$ cat config.mk
export PLATFORM = sky130hd
export DESIGN_NAME = accel_settings_bank
export DESIGN_NICKNAME = d
export VERILOG_FILES = /design/src/rtl/accel_settings_bank.sv
export SDC_FILE = /design/constraint.sdc
export NUM_CORES = 1
export LEC_CHECK = 0
export CAP_MARGIN = 20
export CELL_PAD_IN_SITES_DETAIL_PLACEMENT = 0
export CELL_PAD_IN_SITES_GLOBAL_PLACEMENT = 2
export CORE_ASPECT_RATIO = 1.5
export CORE_UTILIZATION = 32
export CTS_CLUSTER_DIAMETER = 120
export CTS_CLUSTER_SIZE = 25
export DETAILED_ROUTE_END_ITERATION = 8
export MAX_ROUTING_LAYER = met4
export PLACE_DENSITY = 0.79
export SETUP_SLACK_MARGIN = 0.3
export SLEW_MARGIN = 20
export SYNTH_ARGS = -nofsm -noshare
export SYNTH_HDL_FRONTEND = slang
export SYNTH_SLANG_ARGS = --single-unit
$ cat constraint.sdc
create_clock -name clk -period 9.3 [get_ports clk]
set_input_delay 2.79 -clock clk [delete_from_list [all_inputs] [get_ports clk]]
set_output_delay 2.79 -clock clk [all_outputs]
set_load 0.005 [all_outputs]
$ cat src/rtl/accel_settings_bank.sv
// Settings register bank: ID/version, free-running counter, scratch, per-stream AXI user/cache attributes, soft-reset pulse.
// Optional ACCEL_SETTINGS_COUNTER64_EN widens the counter to 64 bits with a high-word read shadow.
module accel_settings_bank #(
    parameter int C_DATAWIDTH    = 32,
    parameter int C_ADDRWIDTH    = 32,
    parameter int C_PAGEWIDTH    = 12,
    parameter int C_NUM_STREAMS  = 4,
    parameter int C_RESET_CYCLES = 16
) (
    input  logic                         clk,
    input  logic                         rst,
    input  logic [C_DATAWIDTH-1:0]       set_data,
    input  logic                         set_stb,
    input  logic [C_ADDRWIDTH-1:0]       set_addr,
    input  logic                         get_stb,
    input  logic [C_ADDRWIDTH-1:0]       get_addr,
    output logic [C_DATAWIDTH-1:0]       get_data,
    output logic                         get_ack,
    output logic                         soft_reset,
    output logic [5*C_NUM_STREAMS-1:0]   aruser,
    output logic [5*C_NUM_STREAMS-1:0]   awuser,
    output logic [4*C_NUM_STREAMS-1:0]   arcache,
    output logic [4*C_NUM_STREAMS-1:0]   awcache
);
    localparam int          IW  = C_PAGEWIDTH - 2;
    localparam logic [31:0] SIG = 32'hACE0BA54;
    localparam logic [31:0] BAD = 32'h01234567;
`ifdef ACCEL_SETTINGS_COUNTER64_EN
    localparam int CW = 64;
`else
    localparam int CW = 32;
`endif

    typedef enum logic {IDLE, ASSERT} state_t;

    logic [IW-1:0] set_idx, get_idx;
    logic [C_NUM_STREAMS-1:0][4:0] aruser_r, awuser_r;
    logic [C_NUM_STREAMS-1:0][3:0] arcache_r, awcache_r;
    logic [31:0]   scratch;
    logic [CW-1:0] cnt;
    logic [31:0]   rd_word;
    state_t        state;
    logic [7:0]    rem;
    logic          wr_sig;

    assign set_idx = set_addr[C_PAGEWIDTH-1:2];
    assign get_idx = get_addr[C_PAGEWIDTH-1:2];
    assign wr_sig  = set_stb && (set_idx == IW'(0));

    assign aruser  = aruser_r;
    assign awuser  = awuser_r;
    assign arcache = arcache_r;
    assign awcache = awcache_r;

    // Stream i owns words 8+4i .. 11+4i: aruser, arcache, awuser, awcache.
    always_ff @(posedge clk or posedge rst) begin
        if (rst) begin
            aruser_r  <= '1;
            awuser_r  <= '1;
            arcache_r <= '1;
            awcache_r <= '1;
            scratch   <= '0;
        end else if (set_stb) begin
            if (set_idx == IW'(4)) scratch <= set_data[31:0];
            for (int i = 0; i < C_NUM_STREAMS; i++) begin
                if (set_idx == IW'(8 + 4*i))  aruser_r[i]  <= set_data[4:0];
                if (set_idx == IW'(9 + 4*i))  arcache_r[i] <= set_data[3:0];
                if (set_idx == IW'(10 + 4*i)) awuser_r[i]  <= set_data[4:0];
                if (set_idx == IW'(11 + 4*i)) awcache_r[i] <= set_data[3:0];
            end
        end
    end

    always_ff @(posedge clk or posedge rst) begin
        if (rst) cnt <= '0;
        else     cnt <= cnt + 1'b1;
    end

`ifdef ACCEL_SETTINGS_COUNTER64_EN
    logic [31:0] shadow;
    // Latching the high word on the low-word read keeps a {hi,lo} pair coherent across a carry.
    always_ff @(posedge clk or posedge rst) begin
        if (rst)                                  shadow <= '0;
        else if (get_stb && get_idx == IW'(2))    shadow <= cnt[63:32];
    end
`endif

    always_comb begin
        rd_word = BAD;
        if      (get_idx == IW'(0)) rd_word = SIG;
        else if (get_idx == IW'(1)) rd_word = {16'(C_NUM_STREAMS), 16'h0002};
        else if (get_idx == IW'(2)) rd_word = cnt[31:0];
`ifdef ACCEL_SETTINGS_COUNTER64_EN
        else if (get_idx == IW'(3)) rd_word = shadow;
`endif
        else if (get_idx == IW'(4)) rd_word = scratch;
        else begin
            for (int i = 0; i < C_NUM_STREAMS; i++) begin
                if (get_idx == IW'(8 + 4*i))  rd_word = {27'd0, aruser_r[i]};
                if (get_idx == IW'(9 + 4*i))  rd_word = {28'd0, arcache_r[i]};
                if (get_idx == IW'(10 + 4*i)) rd_word = {27'd0, awuser_r[i]};
                if (get_idx == IW'(11 + 4*i)) rd_word = {28'd0, awcache_r[i]};
            end
        end
    end

    always_ff @(posedge clk or posedge rst) begin
        if (rst) begin
            get_data <= '0;
            get_ack  <= 1'b0;
        end else begin
            get_ack <= get_stb;
            if (get_stb) get_data <= rd_word;
        end
    end

    // Rewriting word 0 while asserted reloads the count, stretching the pulse without a gap.
    always_ff @(posedge clk or posedge rst) begin
        if (rst) begin
            state      <= IDLE;
            soft_reset <= 1'b0;
            rem        <= '0;
        end else begin
            case (state)
                IDLE: if (wr_sig) begin
                    state      <= ASSERT;
                    soft_reset <= 1'b1;
                    rem        <= 8'(C_RESET_CYCLES);
                end
                ASSERT: begin
                    if (wr_sig) rem <= 8'(C_RESET_CYCLES);
                    else if (rem == 8'd1) begin
                        state      <= IDLE;
                        soft_reset <= 1'b0;
                        rem        <= '0;
                    end else rem <= rem - 8'd1;
                end
                default: begin
                    state      <= IDLE;
                    soft_reset <= 1'b0;
                end
            endcase
        end
    end
endmodule
==> run summary, run 1 <==
Initial DRC Count: 338
Final net count: 1008
Final cycle utilization of the critical path: 55.4%
Vias in the first global route: 6730
CP peak stage delay: 960 ps
Min-delay worst type: reg -> reg
CP max FO: 20
Max-slew headroom: 34.7%
Maximum vdd drop: 0.122 mV
Area grow syn2layout: 30.5%
EDFF count, synth: 0
Multi-input gate area: 3700 um2
Die outline area: 27300 um2
Crit. End Element: register
Post-CTS Hold Fix Bufs: 0
Post-synthesis async set-or-reset flop share: 100%
Routed length per instance: 20.7 um
Net Sw Power: 0.433 mW
RSZ-0062 raised after global routing: no
Clock share of power: 42.9%
Slew Viols, Final: 0
Crit path cell chain: clkdlybuf4s50_1, nor4_2, and4_1, a21oi_1, nand3_1, a21oi_1, a21oi_1
Most used cell, CP: a21oi_1
Leakage Power: 4.51 nW
Vias: 6464
Critical Path RT: 9660 ps
PostCTS Resize Cnt: 0
Final HPWL DP: 18400 um
Port Buffers: 161
Clock slew seen by the registers of the worst setup and hold paths: 70 ps
Total grt overflow: 0
Total CTS buffers: 17
MaxCap Viol Count: 0
Sequential power share: 47.4%
Hold Startpoint: cnt[31]
Internal power: 1.35 mW
Top FF cell, synth: dfrtp_1
DIE HEIGHT: 202 um
Worst-skew pair later-pin latency: 430 ps
CTS tree: done
Power density over the cells: 160 nW/um2
Final TNS setup: 0 ps
YS warnings: 0
Yosys reg bits: 179
Post-Layout Cell Count: 1250
Sequential fraction of the synthesis area: 53.7%
Setup violators final: 0
Ports: 206
GRT Resource Usage Total: 20.4%
Hold Path Stages: 1
Fillers: 2537
FMAX: 194 MHz
Setup CP Type: in -> reg
Core Area: 25900 um2
RD Place Congestion: 0.835
Post-layout min period: 5150 ps
Slowest stage cell on the critical path: and4_1
Seq. cell area: 4570 um2
CTS Sinks: 179
Avg Cell Area, Syn: 11.4 um2
Postcts setup bufs: 0
Proportion of layout cells with a drive suffix above 1: 25.6%
R2R cell count: 6
DRC violations left: 0
Data arrival, critical path: 5510 ps
Unique cell type count in the Yosys netlist: 64
# diodes: 0
Post-route setup slack: 4150 ps
Initial Utilization: 32.8%
R2r setup slk: 7140 ps
Worst Path Buf+Inv: 1
Synth Net Count: 851
Worst r2r src: cnt[7]
Placed cells: 1219
Top delay family on crit path: simple AND/OR/NAND/NOR gates
Switch share: 24.3%
Die X: 135 um
DRT Pass-1 Iters: 4
Longest Clk Path Bufs: 2
Hold path endpoint: cnt[31]
Via/cell ratio: 5.17
Pin count of the biggest net entering global routing: 87
Root Driver: clkbuf_16
Worst Max-Slew Pin Slew: 980 ps
Combinational share of power: 9.8%
Final Hold Viols: 0
R2r endpoint: cnt[27]
CTS H-tree lvls: 4
Gate Count Post-Synth: 748
First-pass GRT wire length: 40300 um
Power, Total: 1.78 mW
Antenna violations before repair: 0
Routed wire length: 25800 um
Synthesized cell area: 8510 um2
Clock Skew: 7.26 ps
Pre-CTS WS: 3690 ps
Detail Route Antenna Nets: 0
Row cnt: 72
Crit start category: input pin
Status: finished clean
layout by cell type (no fill, tap or decap), types with 4 or more instances in the layout:
cell / count
clkdlybuf4s50_1: 161
dfrtp_1: 107
mux2_2: 104
dfstp_2: 72
nor2_1: 52
nand2_1: 41
a21oi_1: 39
o21ai_0: 34
inv_1: 31
xnor2_1: 28
o22ai_1: 23
nand3_1: 22
a22oi_1: 21
clkbuf_16: 17
nand4_1: 10
buf_4: 10
nand2b_1: 9
nor3_1: 8
o21a_1: 8
nor2b_1: 7
mux2i_1: 7
and3_1: 6
a31oi_1: 6
and4_1: 5
xor2_1: 5
nand3b_1: 4
or2_2: 4
bufinv_16: 4
registers in the layout, indices dropped and copies added (netlist names):
name,cells
cnt,32
get_data,32
scratch,32
aruser,20
awuser,20
arcache,16
awcache,16
rem,8
get_ack,1
soft_reset,1
state,1
per-layer routing:
layer  routed length, um  track usage (%)
met5                   0                -
met4                 630             7.02
met3                1300             4.61
met2               13300             34.3
met1               10600             23.7
cell usage after synthesis (4+ instances only):
cell,number,area share (%)
nor2b_1,7,0.51
nand3b_1,4,0.35
buf_2,10,0.59
nor3_1,8,0.47
or2_2,4,0.29
nand4_1,10,0.73
o22ai_1,23,1.7
and3_1,6,0.44
a31oi_1,6,0.44
nor2_1,52,2.3
mux2i_1,7,0.82
a22oi_1,21,1.9
nand3_1,22,1.3
clkbuf_1,22,0.97
inv_1,32,1.4
xor2_1,5,0.51
nand2_1,41,1.8
dfstp_2,72,22
xnor2_1,28,2.9
o21a_1,8,0.71
mux2_2,104,14
and4_1,5,0.51
a21oi_1,39,2.3
dfrtp_1,107,31
o21ai_0,34,2.0
nand2b_1,9,0.66
power groups by stage:
| stage | Clock [mW] | Combinational [mW] | Sequential, mW |
|---|---|---|---|
| final | 0.763 | 0.174 | 0.843 |
| after global placement | 0 | 0.174 | 0.856 |
| after CTS | 0.782 | 0.177 | 0.843 |
| after global routing | 0.815 | 0.193 | 0.848 |
| after detailed placement | 0 | 0.177 | 0.856 |
| after floorplan | 0 | 0.0913 | 0.850 |
worst max path at each step:
stage	startpoint	endpoint	slack (ps)	cells after the start
5_1_grt	get_addr[6]	get_data[0]	4020	7
6_report	get_addr[6]	get_data[0]	4150	7
3_5_place_dp	get_addr[6]	get_data[0]	3690	7
2_1_floorplan	rst	cnt[0]	1770	1
4_1_cts	get_addr[6]	get_data[0]	4130	7
3_3_place_gp	get_addr[6]	get_data[0]	3730	7
cell type report:
cell class,instances,share of cell area [%]
flip-flops and latches,179,41.1
multi-input cells,504,33.3
repair buffers,171,15.2
clock buffers,18,3.86
well taps,333,3.75
clock inverters,13,1.66
inverters,32,1.13
metrics by stage:
step	hold WS, ps	area, um2	utilization, %
after floorplan	446	8510	-
after global placement	464	10500	40.4
after detailed placement	468	10500	40.4
after CTS	480	11100	42.8
after global routing	509	11100	42.8
final	479	11100	42.8
cells by family after synthesis:
logic type | after synthesis | share of synthesized area [%]
and+or+nand+nor | 193 | 12.1
AOI/OAI and AO/OA | 161 | 12.0
DFF | 179 | 53.7
buffers and inverters | 65 | 3.01
xor gates and xnor gates | 33 | 3.40
muxes | 114 | 15.4
adders and majority gates | 3 | 0.441
No activity file was read; power rests on OpenSTA's default activity.
==> run 2: changes to the inputs <==
--- a/config.mk
+++ b/config.mk
@@ -9,12 +9,12 @@
 export CELL_PAD_IN_SITES_DETAIL_PLACEMENT = 0
 export CELL_PAD_IN_SITES_GLOBAL_PLACEMENT = 2
 export CORE_ASPECT_RATIO = 1.5
-export CORE_UTILIZATION = 32
+export CORE_UTILIZATION = 29
 export CTS_CLUSTER_DIAMETER = 120
 export CTS_CLUSTER_SIZE = 25
 export DETAILED_ROUTE_END_ITERATION = 8
 export MAX_ROUTING_LAYER = met4
-export PLACE_DENSITY = 0.79
+export PLACE_DENSITY = 0.76
 export SETUP_SLACK_MARGIN = 0.3
 export SLEW_MARGIN = 20
 export SYNTH_ARGS = -nofsm -noshare
==> constraint.sdc (replaced) <==
create_clock -name clk -period 4.7 [get_ports clk]
set_input_delay 1.41 -clock clk [delete_from_list [all_inputs] [get_ports clk]]
set_output_delay 1.41 -clock clk [all_outputs]
set_load 0.005 [all_outputs]
==> run 2 against run 1 <==
Effect of this change:
- first-iteration DRC count is 8.6% higher
- combinational power up 110%
- cell area is 2.0% higher
- clock skew rose by 7.5 ps
- non-clock buffer count is 12 higher
- clock power up 100%
- sequential power is 98% higher
- critical path depth unchanged
- critical endpoint is now get_data[1]
- largest power group unchanged
- highest routed layer unchanged
==> run summary, run 2 (synthesized netlist as in run 1, its figures left out) <==
Routed length per instance: 19.9 um (was 20.7 um)
Hold Path Stages: 1 (unchanged)
Data arrival, critical path: 3790 ps (was 5510 ps)
RSZ-0062 raised after global routing: no (unchanged)
RD Place Congestion: 0.815 (was 0.835)
Clock Skew: 14.7 ps (was 7.26 ps)
Via/cell ratio: 4.88 (was 5.17)
Final net count: 1020 (was 1008)
Power, Total: 3.58 mW (was 1.78 mW)
Core Area: 28800 um2 (was 25900 um2)
Maximum vdd drop: 0.244 mV (was 0.122 mV)
Vias: 6447 (was 6464)
Most frequent cells in the layout: clkdlybuf4s50_1 (161), dfrtp_1 (107), mux2_2 (104) (unchanged)
Power density over the cells: 316 nW/um2 (was 160 nW/um2)
Setup CP Type: in -> reg (unchanged)
Longest Clk Path Bufs: 2 (unchanged)
CTS tree: done (unchanged)
GRT Resource Usage Total: 19.1% (was 20.4%)
Fillers: 2808 (was 2537)
Vias in the first global route: 6736 (was 6730)
Max-slew headroom: 45.8% (was 34.7%)
Status: finished clean (unchanged)
Commonest non-fill, non-tap cell in the layout: clkdlybuf4s50_1 (unchanged)
Post-CTS Hold Fix Bufs: 0 (unchanged)
Initial Utilization: 29.5% (was 32.8%)
Final cycle utilization of the critical path: 73.1%
Crit path cell chain: clkdlybuf4s50_1, nor4b_2, nand2_1, a211o_1, o2111ai_1, a21oi_1, o21ai_0 (was clkdlybuf4s50_1, nor4_2, and4_1, a21oi_1, nand3_1, a21oi_1, a21oi_1)
Final HPWL DP: 19300 um (was 18400 um)
Initial DRC Count: 367 (was 338)
Crit start category: input pin (unchanged)
Detail Route Antenna Nets: 0 (unchanged)
Placed cells: 1288 (was 1219)
Root Driver: clkbuf_16 (unchanged)
# diodes: 0 (unchanged)
CTS H-tree lvls: 4 (unchanged)
Leakage Power: 4.59 nW (was 4.51 nW)
Critical Path RT: 5050 ps (was 9660 ps)
MaxCap Viol Count: 0 (unchanged)
Crit. End Element: register (unchanged)
Top flop regs: cnt (32), get_data (32), scratch (32) (unchanged)
Worst-skew pair later-pin latency: 450 ps (was 430 ps)
CP peak stage delay: 730 ps (was 960 ps)
DIE HEIGHT: 212 um (was 202 um)
Setup violators final: 0 (unchanged)
Multi-input gate area: 3700 um2 (unchanged)
Antenna violations before repair: 0 (unchanged)
Post-layout min period: 3440 ps
Total CTS buffers: 17 (unchanged)
Die outline area: 30100 um2 (was 27300 um2)
Slowest stage cell on the critical path: clkdlybuf4s50_1 (was and4_1)
Row cnt: 76 (was 72)
PostCTS Resize Cnt: 0 (unchanged)
DRT Pass-1 Iters: 5 (was 4)
Final Hold Viols: 0 (unchanged)
Port Buffers: 161 (unchanged)
CTS Sinks: 179 (unchanged)
CP max FO: 11 (was 20)
Ports: 206 (unchanged)
Area grow syn2layout: 33.1% (was 30.5%)
Worst Max-Slew Pin Slew: 810 ps (was 980 ps)
DRC violations left: 0 (unchanged)
FMAX: 291 MHz
Post-Layout Cell Count: 1320 (was 1250)
Clock slew seen by the registers of the worst setup and hold paths: 70 ps (about the same)
Proportion of layout cells with a drive suffix above 1: 26.7% (was 25.6%)
Postcts setup bufs: 0 (unchanged)
Die X: 142 um (was 135 um)
Routed wire length: 26300 um (was 25800 um)
Final TNS setup: 0 ps (unchanged)
Min-delay worst type: reg -> reg (unchanged)
Slew Viols, Final: 0 (unchanged)
First-pass GRT wire length: 41000 um (was 40300 um)
R2R cell count: 6 (unchanged)
Pin count of the biggest net entering global routing: 80 (was 87)
Total grt overflow: 0 (unchanged)
Seq. cell area: 4570 um2 (unchanged)
run 2: cell types whose count changed in the layout (fill, tap and decap cells not counted):
cell,before,now
clkinv_4,2,1
clkbuf_1,1,0
clkinv_2,2,1
clkinvlp_4,2,3
clkinv_1,1,2
buf_12,0,4
inv_6,3,5
buf_4,10,18
run 2: final timing paths:
| kind | start | to | slack [ps] |
|---|---|---|---|
| min | cnt[31] | cnt[31] | 500 |
| max | get_addr[6] | get_data[1] | 1260 |
| min reg2reg | cnt[31] | cnt[31] | 500 |
| min in group asynchronous | rst | scratch[5] | 1340 |
| max reg2reg | cnt[2] | cnt[24] | 2520 |
| max in group asynchronous | rst | get_data[27] | 2600 |
run 2: report_power, final:
part / total (mW) / internal, mW / switching (mW)
Combinational: 0.357 / 0.174 / 0.183
Sequential: 1.67 / 1.61 / 0.0596
Clock: 1.55 / 0.895 / 0.654
Total: 3.58 / 2.68 / 0.897
run 2: layer usage:
metal / GRT usage [%] / part of all wire [%] / up-vias / wire, um
met3: 2.22 / 2.9 / 22 / 769
li1: - / - / 3051 / -
met5: - / 0 / - / 0
met1: 22.4 / 42 / 3215 / 11000
met4: 5.90 / 1.5 / 0 / 388
met2: 33.9 / 54 / 159 / 14100
run 2: per-stage QoR:
step	hold slack, ps	setup slack, ps	util, %	area [um2]
CTS	497	1270	39.3	11300
global placement	473	805	37.2	10700
global route	517	1090	39.3	11300
detailed placement	477	795	37.2	10700
finish	499	1260	39.3	11300
floorplan	446	1050	-	8520
run 2: cell type report:
type                       instances  area share [%]
clock buffer                      17            3.75
clock inverter                    15            1.77
inverter                          32            1.09
multi-input combinational        504            32.6
sequential                       179            40.3
tap                              390            4.31
timing repair buffer             183            16.1
run 2: worst max-delay path: cells and delay by family:
kind,cells,cell delay [ps]
simple gates,2,860
compound gates,4,780
buf+inv,1,730
